### config.mk
export PLATFORM = sky130hd
export DESIGN_NAME = mac_operand_sequencer
export DESIGN_NICKNAME = d
export VERILOG_FILES = /design/src/rtl/mac_operand_sequencer.sv
export SDC_FILE = /design/constraint.sdc
export NUM_CORES = 1
export LEC_CHECK = 0
export BUFFER_PORTS_ARGS = -buffer_cell sky130_fd_sc_hd__buf_2
export CAP_MARGIN = 25
export CORE_UTILIZATION = 45
export CTS_BUF_LIST = sky130_fd_sc_hd__clkbuf_8 sky130_fd_sc_hd__clkbuf_16
export DETAILED_ROUTE_END_ITERATION = 8
export PLACE_DENSITY = 0.79
export SYNTH_ARGS = -nofsm -noshare
export SYNTH_HDL_FRONTEND = slang
export SYNTH_SLANG_ARGS = --single-unit
### constraint.sdc
create_clock -name clk -period 1.3 [get_ports clk]
set_input_delay 0.195 -clock clk [delete_from_list [all_inputs] [get_ports clk]]
set_output_delay 0.195 -clock clk [all_outputs]
set_load 0.02 [all_outputs]
### src/rtl/mac_operand_sequencer.sv
// -----------------------------------------------------------------------------
// mac_operand_sequencer
//
// Drives one MAC unit through a complete N-element dot product. Operand pairs
// are read from two synchronous-read buffers (A feeds MAC w, B feeds MAC x).
// The MAC accumulator is cleared first. The pairs are then streamed, with
// mac_load timed to the MAC's registered multiplier and its negedge
// accumulator. The final sum is captured and offered on a valid/ready port.
//
// Sequence: IDLE -> CLR -> RUN (N cycles) -> DRAIN -> OUT -> IDLE
//
// Ports
//   clk        clock, all state changes on posedge
//   clr        synchronous active-high reset; also clears the MAC accumulator
//   start      begin a dot product (sampled in IDLE only)
//   busy       high in every state except IDLE
//   a_addr     operand buffer A read address
//   b_addr     operand buffer B read address (always equal to a_addr)
//   a_rdata    A read data, valid the cycle after the address
//   b_rdata    B read data, same latency as A
//   mac_w      MAC w operand (a_rdata during RUN, else 0)
//   mac_x      MAC x operand (b_rdata during RUN, else 0)
//   mac_load   MAC accumulate enable
//   mac_clear  MAC accumulator clear
//   mac_o      MAC accumulator output
//   res_data   captured dot product
//   res_valid  result available
//   res_ready  result consumer accepts
// -----------------------------------------------------------------------------
module mac_operand_sequencer #(
  parameter int N      = 4,
  parameter int DW     = 4,
  parameter int RW     = 8,
  parameter int ADDR_W = 2
) (
  input  logic              clk,
  input  logic              clr,
  input  logic              start,
  output logic              busy,
  output logic [ADDR_W-1:0] a_addr,
  output logic [ADDR_W-1:0] b_addr,
  input  logic [DW-1:0]     a_rdata,
  input  logic [DW-1:0]     b_rdata,
  output logic [DW-1:0]     mac_w,
  output logic [DW-1:0]     mac_x,
  output logic              mac_load,
  output logic              mac_clear,
  input  logic [RW-1:0]     mac_o,
  output logic [RW-1:0]     res_data,
  output logic              res_valid,
  input  logic              res_ready
);

  typedef enum logic [2:0] {
    S_IDLE  = 3'd0,
    S_CLR   = 3'd1,
    S_RUN   = 3'd2,
    S_DRAIN = 3'd3,
    S_OUT   = 3'd4
  } state_t;

  localparam logic [ADDR_W-1:0] LAST = ADDR_W'(N - 1);

  state_t              state;
  logic [ADDR_W-1:0]   idx;
  logic [ADDR_W-1:0]   addr;
  logic                busy_q;
  logic                load_q;
  logic                clr_q;

  // Address increment that wraps at N (N need not be a power of two).
  function automatic logic [ADDR_W-1:0] wrap_inc(input logic [ADDR_W-1:0] i);
    if (i == LAST) return '0;
    else           return i + ADDR_W'(1);
  endfunction

  // The buffers have one cycle of read latency, so the address always runs one
  // element ahead of idx: element 0 is addressed in CLR, and element i+1 is
  // addressed in RUN i.
  //
  // mac_load is registered. It is set on entry to RUN idx>0 and to DRAIN.
  // The MAC registers pair i at the posedge ending RUN i and accumulates it at
  // the negedge of the following cycle. RUN 0 therefore never loads (its
  // product register holds the zero fed during CLR), and DRAIN picks up the
  // last pair.
  always_ff @(posedge clk) begin
    if (clr) begin
      state     <= S_IDLE;
      idx       <= '0;
      addr      <= '0;
      res_data  <= '0;
      res_valid <= 1'b0;
      busy_q    <= 1'b0;
      load_q    <= 1'b0;
      clr_q     <= 1'b0;
    end else begin
      case (state)
        S_IDLE: begin
          load_q <= 1'b0;
          addr   <= '0;
          if (start) begin
            state  <= S_CLR;
            busy_q <= 1'b1;
            clr_q  <= 1'b1;
          end
        end

        S_CLR: begin
          state  <= S_RUN;
          idx    <= '0;
          addr   <= wrap_inc('0);
          clr_q  <= 1'b0;
          load_q <= 1'b0;
        end

        S_RUN: begin
          if (idx == LAST) begin
            state  <= S_DRAIN;
            addr   <= '0;
            load_q <= 1'b1;
          end else begin
            idx    <= idx + ADDR_W'(1);
            addr   <= wrap_inc(addr);
            load_q <= 1'b1;
          end
        end

        // The last pair is added at this cycle's negedge, so mac_o is final
        // at the posedge that ends DRAIN.
        S_DRAIN: begin
          state     <= S_OUT;
          idx       <= '0;
          load_q    <= 1'b0;
          res_data  <= mac_o;
          res_valid <= 1'b1;
        end

        S_OUT: begin
          if (res_ready) begin
            state     <= S_IDLE;
            res_valid <= 1'b0;
            busy_q    <= 1'b0;
          end
        end

        default: begin
          state     <= S_IDLE;
          idx       <= '0;
          addr      <= '0;
          res_valid <= 1'b0;
          busy_q    <= 1'b0;
          load_q    <= 1'b0;
          clr_q     <= 1'b0;
        end
      endcase
    end
  end

  assign busy     = busy_q;
  assign a_addr   = addr;
  assign b_addr   = addr;
  assign mac_load = load_q;

  // The MAC has no reset of its own, so the block reset is forwarded to it
  // combinationally. This clears the accumulator at the negedge inside the
  // reset cycle.
  assign mac_clear = clr | clr_q;

  // Operands are forced to zero outside RUN. A stale product can then never
  // reach the accumulator, even if the MAC's load timing were looser than
  // assumed.
  always_comb begin
    mac_w = '0;
    mac_x = '0;
    if (state == S_RUN) begin
      mac_w = a_rdata;
      mac_x = b_rdata;
    end
  end

endmodule

==> results of run 1 <==
-- power breakdown --
group | leakage (uW) | total (uW) | switching (uW) | internal, uW
Clock | 0.0000255 | 407 | 194 | 213
Combinational | 0.000412 | 288 | 162 | 126
Sequential | 0.000154 | 632 | 21.6 | 610
-- registers in the layout, summed over array words and instances, names as in the netlist --
name and flops:
res_data 8, clr_q 1, mac_load 1, res_valid 1, idx 2, state 3, busy 1, a_addr 2
-- cell usage in the layout (no fill, tap or decap), drive strengths merged --
master / n
inv: 2
mux2i: 1
buf: 48
nand3: 10
xnor2: 1
and2b: 2
a22oi: 2
a21oi: 17
and3b: 1
nand2: 12
nor3b: 2
clkbuf: 3
nand2b: 2
nor2b: 2
o21ai: 6
and2: 9
dfxtp: 19
nor3: 4
ha: 2
nand3b: 1
nor2: 2
clkinv: 1
or2: 2
-- timing repair --
item | in CTS | in global routing
hold buffers | 0 | 0
endpoints found under the setup margin | 8 | 15
pin swaps | 1 | 2
gates resized for setup | 13 | 3
-- layout make-up --
| type | count | share of cell area |
|---|---|---|
| timing repair buffer | 48 | 0.230 |
| multi-input combinational | 78 | 0.390 |
| sequential | 19 | 0.309 |
| tap | 27 | 0.0274 |
| clock inverter | 1 | 0.00406 |
| clock buffer | 3 | 0.0335 |
| inverter | 2 | 0.00609 |
-- logic make-up after synthesis --
logic type | share of synthesized area
AOI/OAI and AO/OA | 0.140
xor gates and xnor gates | 0.00942
adders and majority gates | 0.0269
buffers and inverters | 0.0942
DFF | 0.409
muxes | 0.0108
and+or+nand+nor | 0.310
-- final timing paths --
check	to	slack, ps	cells past startpoint
worst max register to register	a_addr[0]$_SDFFE_PP0N_	110	4
worst max-delay path	mac_w[2]	-20	4
worst min register to register	res_data[3]$_SDFFE_PP0P_	450	2
worst min-delay path	res_data[3]$_SDFFE_PP0P_	180	3
-- per-stage QoR --
stage	hold slack, ps	utilization	TNS [ps]	instance area [um^2]
2_1_floorplan	343	-	0	930
3_3_place_gp	440	0.585	0	1140
3_5_place_dp	446	0.585	0	1140
4_1_cts	183	0.630	-368	1220
5_1_grt	200	0.635	-625	1230
6_report	185	0.635	-135	1230
-- worst max-delay path, cell delays in order (launching register included) --
cell	delay [ps]
dfxtp_1	320
nand2b_4	150
nor2_4	130
and2_1	160
buf_6	120
-- routing by layer --
metal / vias up / GRT usage
li1: 450 / -
met4: 0 / 0.0971
met3: 4 / 0.0377
met1: 411 / 0.225
met5: - / 0
met2: 40 / 0.345
==> out/metrics.sh, run 1 <==
FIRST_GLOBAL_VIAS=722
LAYOUT-AREA-OVERHEAD-VS-SYNTH_PCT=32.6
HOLD_PATH_CLASS='in -> reg'
YOSYSSEQAREASHARE=0.409
LEADING_CELL_TYPE_BY_NUMBER_OF_INSTANCES_AFTER_SYNTHESIS='dfxtp_1'
PERIOD_SHARE=1.02
SYNTH_TOP_CELL_BY_AREA='dfxtp_1'
DRT_WL_TOTAL_UM=2140
SYNTH-SEQ-CELLS=19
DIEAREA_UM2=2250
CTS_TREE='done'
CORE_AREA_UM2=1940
YOSYS_WARNINGS=0
RSZ0062_AT_GRT='true'
POSTCTSSETUPBUFFERS=0
END_KIND='output pin'
TIMING.FINAL.SETUP_VIOLATIONS=8
GP_ROUTABILITY_CONGESTION=0.698
CTSHTREEMAXLEVEL=1
FOOTPRINT_OF_THE_MULTI_INPUT_GATES_UM2=480
CLK_LATENCY_PS=260
TIMING.FMAX_MHz=756
WORSTMARGINPINSLEW_PS=262
NUMBER_OF_BUFFERS_INSERTED_DURING_CLOCK_TREE_SYNTHESIS=3
SLEW_HEADROOM=0.824
DP.CELLS=174
RR_STARTPOINT='state[1]$_SDFFE_PP0P_'
VIA_PER_INST=5.08
CELLPOWERDENSITY_nW_PER_UM2=1080
TRACK_USAGE=0.196
YOSYS-TOP-CELLS-COUNT='dfxtp_1, a21oi_1, nand2_1'
POST-LAYOUT-TOTAL-POWER_uW=1330
DRC_ERRORS=0
YOSYSUNIQUECELLTYPES=28
WORSTSETUPSTARTPOINTTYPE='flip-flop'
NUMBER_OF_FLOPS_MAPPED_TO_ENABLE_CELLS_BY_YOSYS=0
ANTENNA_CELLS_INSERTED=0
FAILED_CHECKS='setup timing'
AREA.SEQUENTIAL_UM2=380
CTS-ROOT-TO-SINK-BUFFERS=2
MAX_CAP_VIOL_COUNT=0
MET3WIRELENGTH_UM=130
BOUNDARYPINS=44
SYNTHCELLS=108
DR.MAX_LAYER_USED='met4'
PIN_COUNT_OF_THE_BIGGEST_NET_ENTERING_GLOBAL_ROUTING=14
LEAKAGEPOWER_uW=0.000592
NFILLCELLS=176
START_UTIL=0.479
DETAIL_ROUTE.FIRST_PASS.ITERATIONS=4
PLACEMENT_ROWS=16
TIMING.CRITICAL_PATH.FROM='state[2]$_SDFFE_PP0P_'
WIRE_LENGTH_OF_THE_FIRST_GLOBAL_ROUTING_PASS_UM=3020
CP_DATA_ARRIVAL_TIME_PS=1130
FINAL_LAYOUT_SIZE_SUFFIX_GT1_FRAC=0.411
PORT_BUFFERS=43
FIN_WORST_SKEW_PS=4.25
CLK_PIN_SLEW_PS=70
NUM-NETS-FINAL=174
FINAL_CELL_COUNT_NO_FILL=178
SYN_AREA_UM2=930
SYNTHDOMINANTCELLAREASHARE=0.409
VIAS=905
HP-START='mac_o[3]'
TIMING_WORST_SETUP_PATH_TYPE='reg -> out'
SYNTH.AREA.TOP_CELLS='dfxtp_1, a21oi_1, and2_1, buf_6, nand3_1'
TIMING.FINAL.CRIT_PERIOD_PS=1320
DETAILEDROUTE.FIRSTITERATIONVIOLATIONS=10
TIMING.CRITICAL_PATH.REQUIRED_PS=1110
SYNTHESIS.AREA_PER_INSTANCE_UM2=8.61
MAXSLEWVIOLCOUNT=0
VDD_IR_DROP_MAX_uV=663
GR-TOTAL-OVERFLOW=0
ANT_NETS=0
FINAL_HOLD_VIOL_COUNT=0
DIE_H_UM=47.5
DPL_WORST_SLACK_PS=51.6
DIE_W_UM=47.5
SYNTH-ASYNC-RESET-RATIO=0
ROUTED_WIRE_LENGTH_PER_INSTANCE_UM=12.0
RUN_STATUS='finished with violations'
POST-DP-HPWL_UM=1610
SETUP_SLACK_PS=-22.6
WL_MET1_UM=909
MET2ROUTEDLENGTH_UM=1060
SYNTH.NET_COUNT=130
CTS_NUM_SINKS=19
CLK_ROOT_BUFFER_CELL='clkbuf_8'
PEAK_FANOUT_ALONG_THE_CRITICAL_PATH=8
POSTSYNTH.TOPFLOPCELL='dfxtp_1'
GRT_ANTENNA_BEFORE_REPAIR=0
(Power assumes the default switching activity.)
==> inputs of run 2 (changes only) <==
Settings changed: CTS_BUF_LIST sky130_fd_sc_hd__clkbuf_8 sky130_fd_sc_hd__clkbuf_16 to not set.
==> out/metrics.sh, run 2 (same netlist as run 1, synthesis figures left out) <==
RUN_STATUS='finished with violations'
FAILED_CHECKS='setup timing'
WIRE_LENGTH_OF_THE_FIRST_GLOBAL_ROUTING_PASS_UM=3020
WORSTMARGINPINSLEW_PS=255
HOLD_PATH_CLASS='in -> reg'
TIMING.FINAL.CRIT_PERIOD_PS=1380
TIMING.CRITICAL_PATH.REQUIRED_PS=1110
CRIT_CHAIN='nand2b_4 -> nor2_4 -> and2_1 -> buf_6'
DRT_WL_TOTAL_UM=2160
CTS-ROOT-TO-SINK-BUFFERS=2
CLK_LATENCY_PS=300
FINAL_CELL_MIX='buf_2, a21oi_1, dfxtp_1'
FIN_TNS_SETUP_PS=-618
CLK_ROOT_BUFFER_CELL='clkbuf_4'
ANTENNA_CELLS_INSERTED=0
START_UTIL=0.479
PEAK_FANOUT_ALONG_THE_CRITICAL_PATH=8
VDD_IR_DROP_MAX_uV=600
TIMING.FINAL.SETUP_VIOLATIONS=8
ANT_NETS=0
CRIT_PATH_MAX_INCR_DELAY_PS=340
DIE_W_UM=47.5
REGISTERS.TOP_BY_FF_COUNT='res_data'
PLACEMENT_ROWS=16
END_KIND='output pin'
FIRST_GLOBAL_VIAS=729
DIE_H_UM=47.5
NUMBER_OF_BUFFERS_INSERTED_DURING_CLOCK_TREE_SYNTHESIS=3
NUM-NETS-FINAL=176
DETAILEDROUTE.FIRSTITERATIONVIOLATIONS=20
VIA_PER_INST=5.13
BIGGESTREGSBYFLOPS='res_data: 8 flops, state: 3 flops'
WORST_PATH_MAX_DELAY_CELL='dfxtp_2'
TIMING.FMAX_MHz=723
ROUTED_WIRE_LENGTH_PER_INSTANCE_UM=12.0
BOUNDARYPINS=44
WORSTSETUPSTARTPOINTTYPE='flip-flop'
TIMING_WORST_SETUP_PATH_TYPE='reg -> out'
POST-DP-HPWL_UM=1610
FIN_WORST_SKEW_PS=4.54
PIN_COUNT_OF_THE_BIGGEST_NET_ENTERING_GLOBAL_ROUTING=14
VIAS=923
TRACK_USAGE=0.193
FINAL.HOLD.WORST_SLACK_PS=136
CTS_TREE='done'
DRC_ERRORS=0
SETUP_SLACK_PS=-83.0
FINAL_HOLD_VIOL_COUNT=0
LAYOUT-AREA-OVERHEAD-VS-SYNTH_PCT=33.6
DIEAREA_UM2=2250
CP_DATA_ARRIVAL_TIME_PS=1190
PERIOD_SHARE=1.06
MAX_CAP_VIOL_COUNT=0
GR-TOTAL-OVERFLOW=0
PORT_BUFFERS=43
POSTCTSHOLDBUFS=0
RSZ0062_AT_GRT='true'
TIMING.CRITICAL_PATH.FROM='state[2]$_SDFFE_PP0P_'
MAXSLEWVIOLCOUNT=0
CTSHTREEMAXLEVEL=1
CELLPOWERDENSITY_nW_PER_UM2=990
PLACED_CELL_AREA_UM2=1140
GRT_ANTENNA_BEFORE_REPAIR=0
FINAL_LAYOUT_SIZE_SUFFIX_GT1_FRAC=0.431
CTS_NUM_SINKS=19
HP-START='mac_o[3]'
MOSTFREQUENTLAYOUTCELL='buf_2'
CORE_AREA_UM2=1940
GP_ROUTABILITY_CONGESTION=0.698
SLEW_HEADROOM=0.830
LAYOUT.CORE_UTILIZATION=0.640
LARGEST_REG_FLOPS=8
RR_STARTPOINT='state[2]$_SDFFE_PP0P_'
LEAKAGEPOWER_uW=0.000599
CLK_PIN_SLEW_PS=110
POST-LAYOUT-TOTAL-POWER_uW=1230
POST-ROUTE-CELL-AREA_UM2=1240
DETAIL_ROUTE.FIRST_PASS.ITERATIONS=4
run 2: cell types whose count changed in the layout (fill, tap and decap cells not counted), moves of 3 or more:
cell	delta
clkbuf_4	+3
clkbuf_8	-3
dfxtp_1	-3
dfxtp_2	+3
run 2: critical path, delay by kind of cell, from the launching register on:
kind / cells / cell delay (ps)
buffers and inverters: 1 / 120
and+or+nand+nor: 3 / 430
DFF: 1 / 340
run 2: area by class of cell:
type | instances | area, um^2
fill | 177 | 699
multi-input combinational | 79 | 492
sequential | 19 | 384
timing repair buffer | 49 | 298
tap | 27 | 33.8
clock buffer | 3 | 22.5
inverter | 2 | 7.51
clock inverter | 1 | 5.00
run 2: worst paths after layout:
check	to	slack [ps]	depth (start not counted)
min	res_data[3]$_SDFFE_PP0P_	140	3
max reg2reg	a_addr[0]$_SDFFE_PP0N_	80	5
min reg2reg	res_data[3]$_SDFFE_PP0P_	460	2
max	mac_w[2]	-80	4
run 2: what timing repair did:
action                     4_1_cts  5_1_grt
gates cloned                     0        1
setup buffers                    1        0
setup endpoints to repair        8       15
gates resized for setup         15        8
pin swaps                        1        2
run 2: power by group:
part	switching [uW]	internal [uW]	total [uW]
Clock	181	115	296
Sequential	22.1	612	634
Combinational	165	136	301
Total	369	862	1230
run 2: routing by layer:
layer / share of wire / wire (um) / GRT usage
met5: 0 / 0 / 0
met4: 0.013 / 29 / 0.0971
met2: 0.50 / 1090 / 0.345
met3: 0.060 / 130 / 0.0264
met1: 0.42 / 910 / 0.225
run 2: stage by stage:
| stage | instances | setup WS [ps] |
|---|---|---|
| floorplan | 108 | 123 |
| global placement | 174 | 125 |
| detailed placement | 174 | 51.6 |
| CTS | 179 | -102 |
| global route | 180 | -164 |
| finish | 180 | -83.0 |
==> inputs of run 3 (changes only) <==
Settings changed: SETUP_SLACK_MARGIN set to 0.15.
==> out/metrics.sh, run 3 (same netlist as run 1, synthesis figures left out) <==
TIMING.FMAX_MHz=712
DIEAREA_UM2=2250
TIMING.FINAL.CRIT_PERIOD_PS=1410
GR-TOTAL-OVERFLOW=0
VIA_PER_INST=5.14
VDD_IR_DROP_MAX_uV=740
START_UTIL=0.479
GRT_ANTENNA_BEFORE_REPAIR=0
ANTENNA_CELLS_INSERTED=0
FINAL_CELL_COUNT_NO_FILL=179
CTS-ROOT-TO-SINK-BUFFERS=2
CRIT-REG2REG-CAPTURE='a_addr[0]$_SDFFE_PP0N_'
RR_STARTPOINT='state[2]$_SDFFE_PP0P_'
SETUP_SLACK_PS=-105
LEAKAGEPOWER_uW=0.000595
TIMING.CRITICAL_PATH.FROM='state[2]$_SDFFE_PP0P_'
CRIT_PATH_MAX_INCR_DELAY_PS=340
DRT_WL_TOTAL_UM=2290
PIN_COUNT_OF_THE_BIGGEST_NET_ENTERING_GLOBAL_ROUTING=19
ROUTED_WIRE_LENGTH_PER_INSTANCE_UM=12.8
CLK_PIN_SLEW_PS=100
DETAIL_ROUTE.FIRST_PASS.ITERATIONS=4
GP_ROUTABILITY_CONGESTION=0.784
WORSTSETUPSTARTPOINTTYPE='flip-flop'
POST-DP-HPWL_UM=1540
FIRST_GLOBAL_VIAS=780
LAYOUT.CORE_UTILIZATION=0.662
FF2FF_SETUP_SLACK_PS=160
CRIT_CHAIN='nand2b_4 -> nor2_4 -> and2_2 -> buf_4'
NUM-NETS-FINAL=175
DIE_H_UM=47.5
PLACEMENT_ROWS=16
CP_DATA_ARRIVAL_TIME_PS=1210
TIMING.FINAL.SETUP_VIOLATIONS=8
PORT_BUFFERS=43
FAILED_CHECKS='setup timing'
CELLPOWERDENSITY_nW_PER_UM2=976
POSTCTSHOLDBUFS=0
LARGEST_REG_FLOPS=8
HOLD_PATH_CLASS='in -> reg'
VIAS=920
CORE_AREA_UM2=1940
WIRE_LENGTH_OF_THE_FIRST_GLOBAL_ROUTING_PASS_UM=3260
WORST_PATH_MAX_DELAY_CELL='dfxtp_2'
ENDPOINT_OF_THE_WORST_SETUP_TIMING_PATH='mac_w[0]'
CTS_NUM_SINKS=19
SLEW_HEADROOM=0.863
TRACK_USAGE=0.203
FINAL_LAYOUT_SIZE_SUFFIX_GT1_FRAC=0.520
CTSHTREEMAXLEVEL=1
ANT_NETS=0
TIMING.CRITICAL_PATH.REQUIRED_PS=1110
WORST-R2R-CELL-COUNT=4
PERIOD_SHARE=1.08
FINAL_HOLD_VIOL_COUNT=0
FIN_WORST_SKEW_PS=0.512
DP.CELLS=173
REGISTERS.TOP_BY_FF_COUNT='res_data'
MAX_CAP_VIOL_COUNT=0
MAXSLEWVIOLCOUNT=0
LAYOUT-AREA-OVERHEAD-VS-SYNTH_PCT=38.4
RUN_STATUS='finished with violations'
TIMING_WORST_SETUP_PATH_TYPE='reg -> out'
FINAL_CELL_MIX='buf_2, a21oi_1, dfxtp_1'
END_KIND='output pin'
DIE_W_UM=47.5
BOUNDARYPINS=44
DETAILEDROUTE.FIRSTITERATIONVIOLATIONS=19
RSZ0062_AT_GRT='true'
CTS_TREE='done'
MOSTFREQUENTLAYOUTCELL='buf_2'
CLK_ROOT_BUFFER_CELL='clkbuf_4'
CLK_LATENCY_PS=290
PEAK_FANOUT_ALONG_THE_CRITICAL_PATH=8
NFILLCELLS=168
WORSTMARGINPINSLEW_PS=205
DRC_ERRORS=0
BIGGESTREGSBYFLOPS='res_data: 8 flops, state: 3 flops'
NUMBER_OF_BUFFERS_INSERTED_DURING_CLOCK_TREE_SYNTHESIS=3
[run 3: how the worst min path moves through the flow]
stage | cells after the start | from | slack [ps] | to
after floorplan | 2 | mac_o[0] | 340 | res_data[0]$_SDFFE_PP0P_
after global placement | 2 | clr | 430 | res_data[0]$_SDFFE_PP0P_
after detailed placement | 2 | clr | 430 | res_data[0]$_SDFFE_PP0P_
after CTS | 2 | clr | 110 | res_data[0]$_SDFFE_PP0P_
after global routing | 3 | mac_o[1] | 140 | res_data[1]$_SDFFE_PP0P_
final | 2 | clr | 130 | res_data[0]$_SDFFE_PP0P_
[run 3: cell type report]
cell class                 count  area (um^2)  share of cell area
tap                           27         33.8              0.0263
sequential                    19          390               0.304
clock buffer                   4         26.3              0.0204
timing repair buffer          48          290               0.226
inverter                       2         7.51             0.00584
multi-input combinational     79          538               0.418
[run 3: power breakdown]
part	internal, uW	switching (uW)
logic	147	172
clock network	119	179
registers	613	25.3
[run 3: routing by layer]
| layer | vias to the layer above | wire (um) | track usage |
|---|---|---|---|
| met5 | - | 0 | 0 |
| met1 | 426 | 952 | 0.250 |
| li1 | 453 | - | - |
| met3 | 6 | 94 | 0.0340 |
| met2 | 35 | 1220 | 0.367 |
| met4 | 0 | 27 | 0.0457 |
[run 3: worst max-delay path, delay by kind of cell (launching register included)]
kind          cells  cell delay (ps)
simple gates      3              440
flops             1              340
buf+inv           1              130
[run 3: through the flow]
stage | setup slack (ps) | power (uW) | cell area, um^2 | hold slack (ps) | TNS [ps]
6_report | -105 | 1260 | 1290 | 125 | -779
5_1_grt | -167 | 1310 | 1290 | 138 | -1250
4_1_cts | -108 | 1240 | 1240 | 113 | -788
3_5_place_dp | 36.3 | 909 | 1140 | 427 | 0
3_3_place_gp | 118 | 898 | 1140 | 427 | 0
2_1_floorplan | 141 | 841 | 941 | 343 | 0
[run 3: repair_timing]
item / 4_1_cts / 5_1_grt
cloned: 0 / 1
setup endpoints to repair: 20 / 24
buffers inserted: 1 / 0
pin swaps: 3 / 3
gates resized for setup: 22 / 11
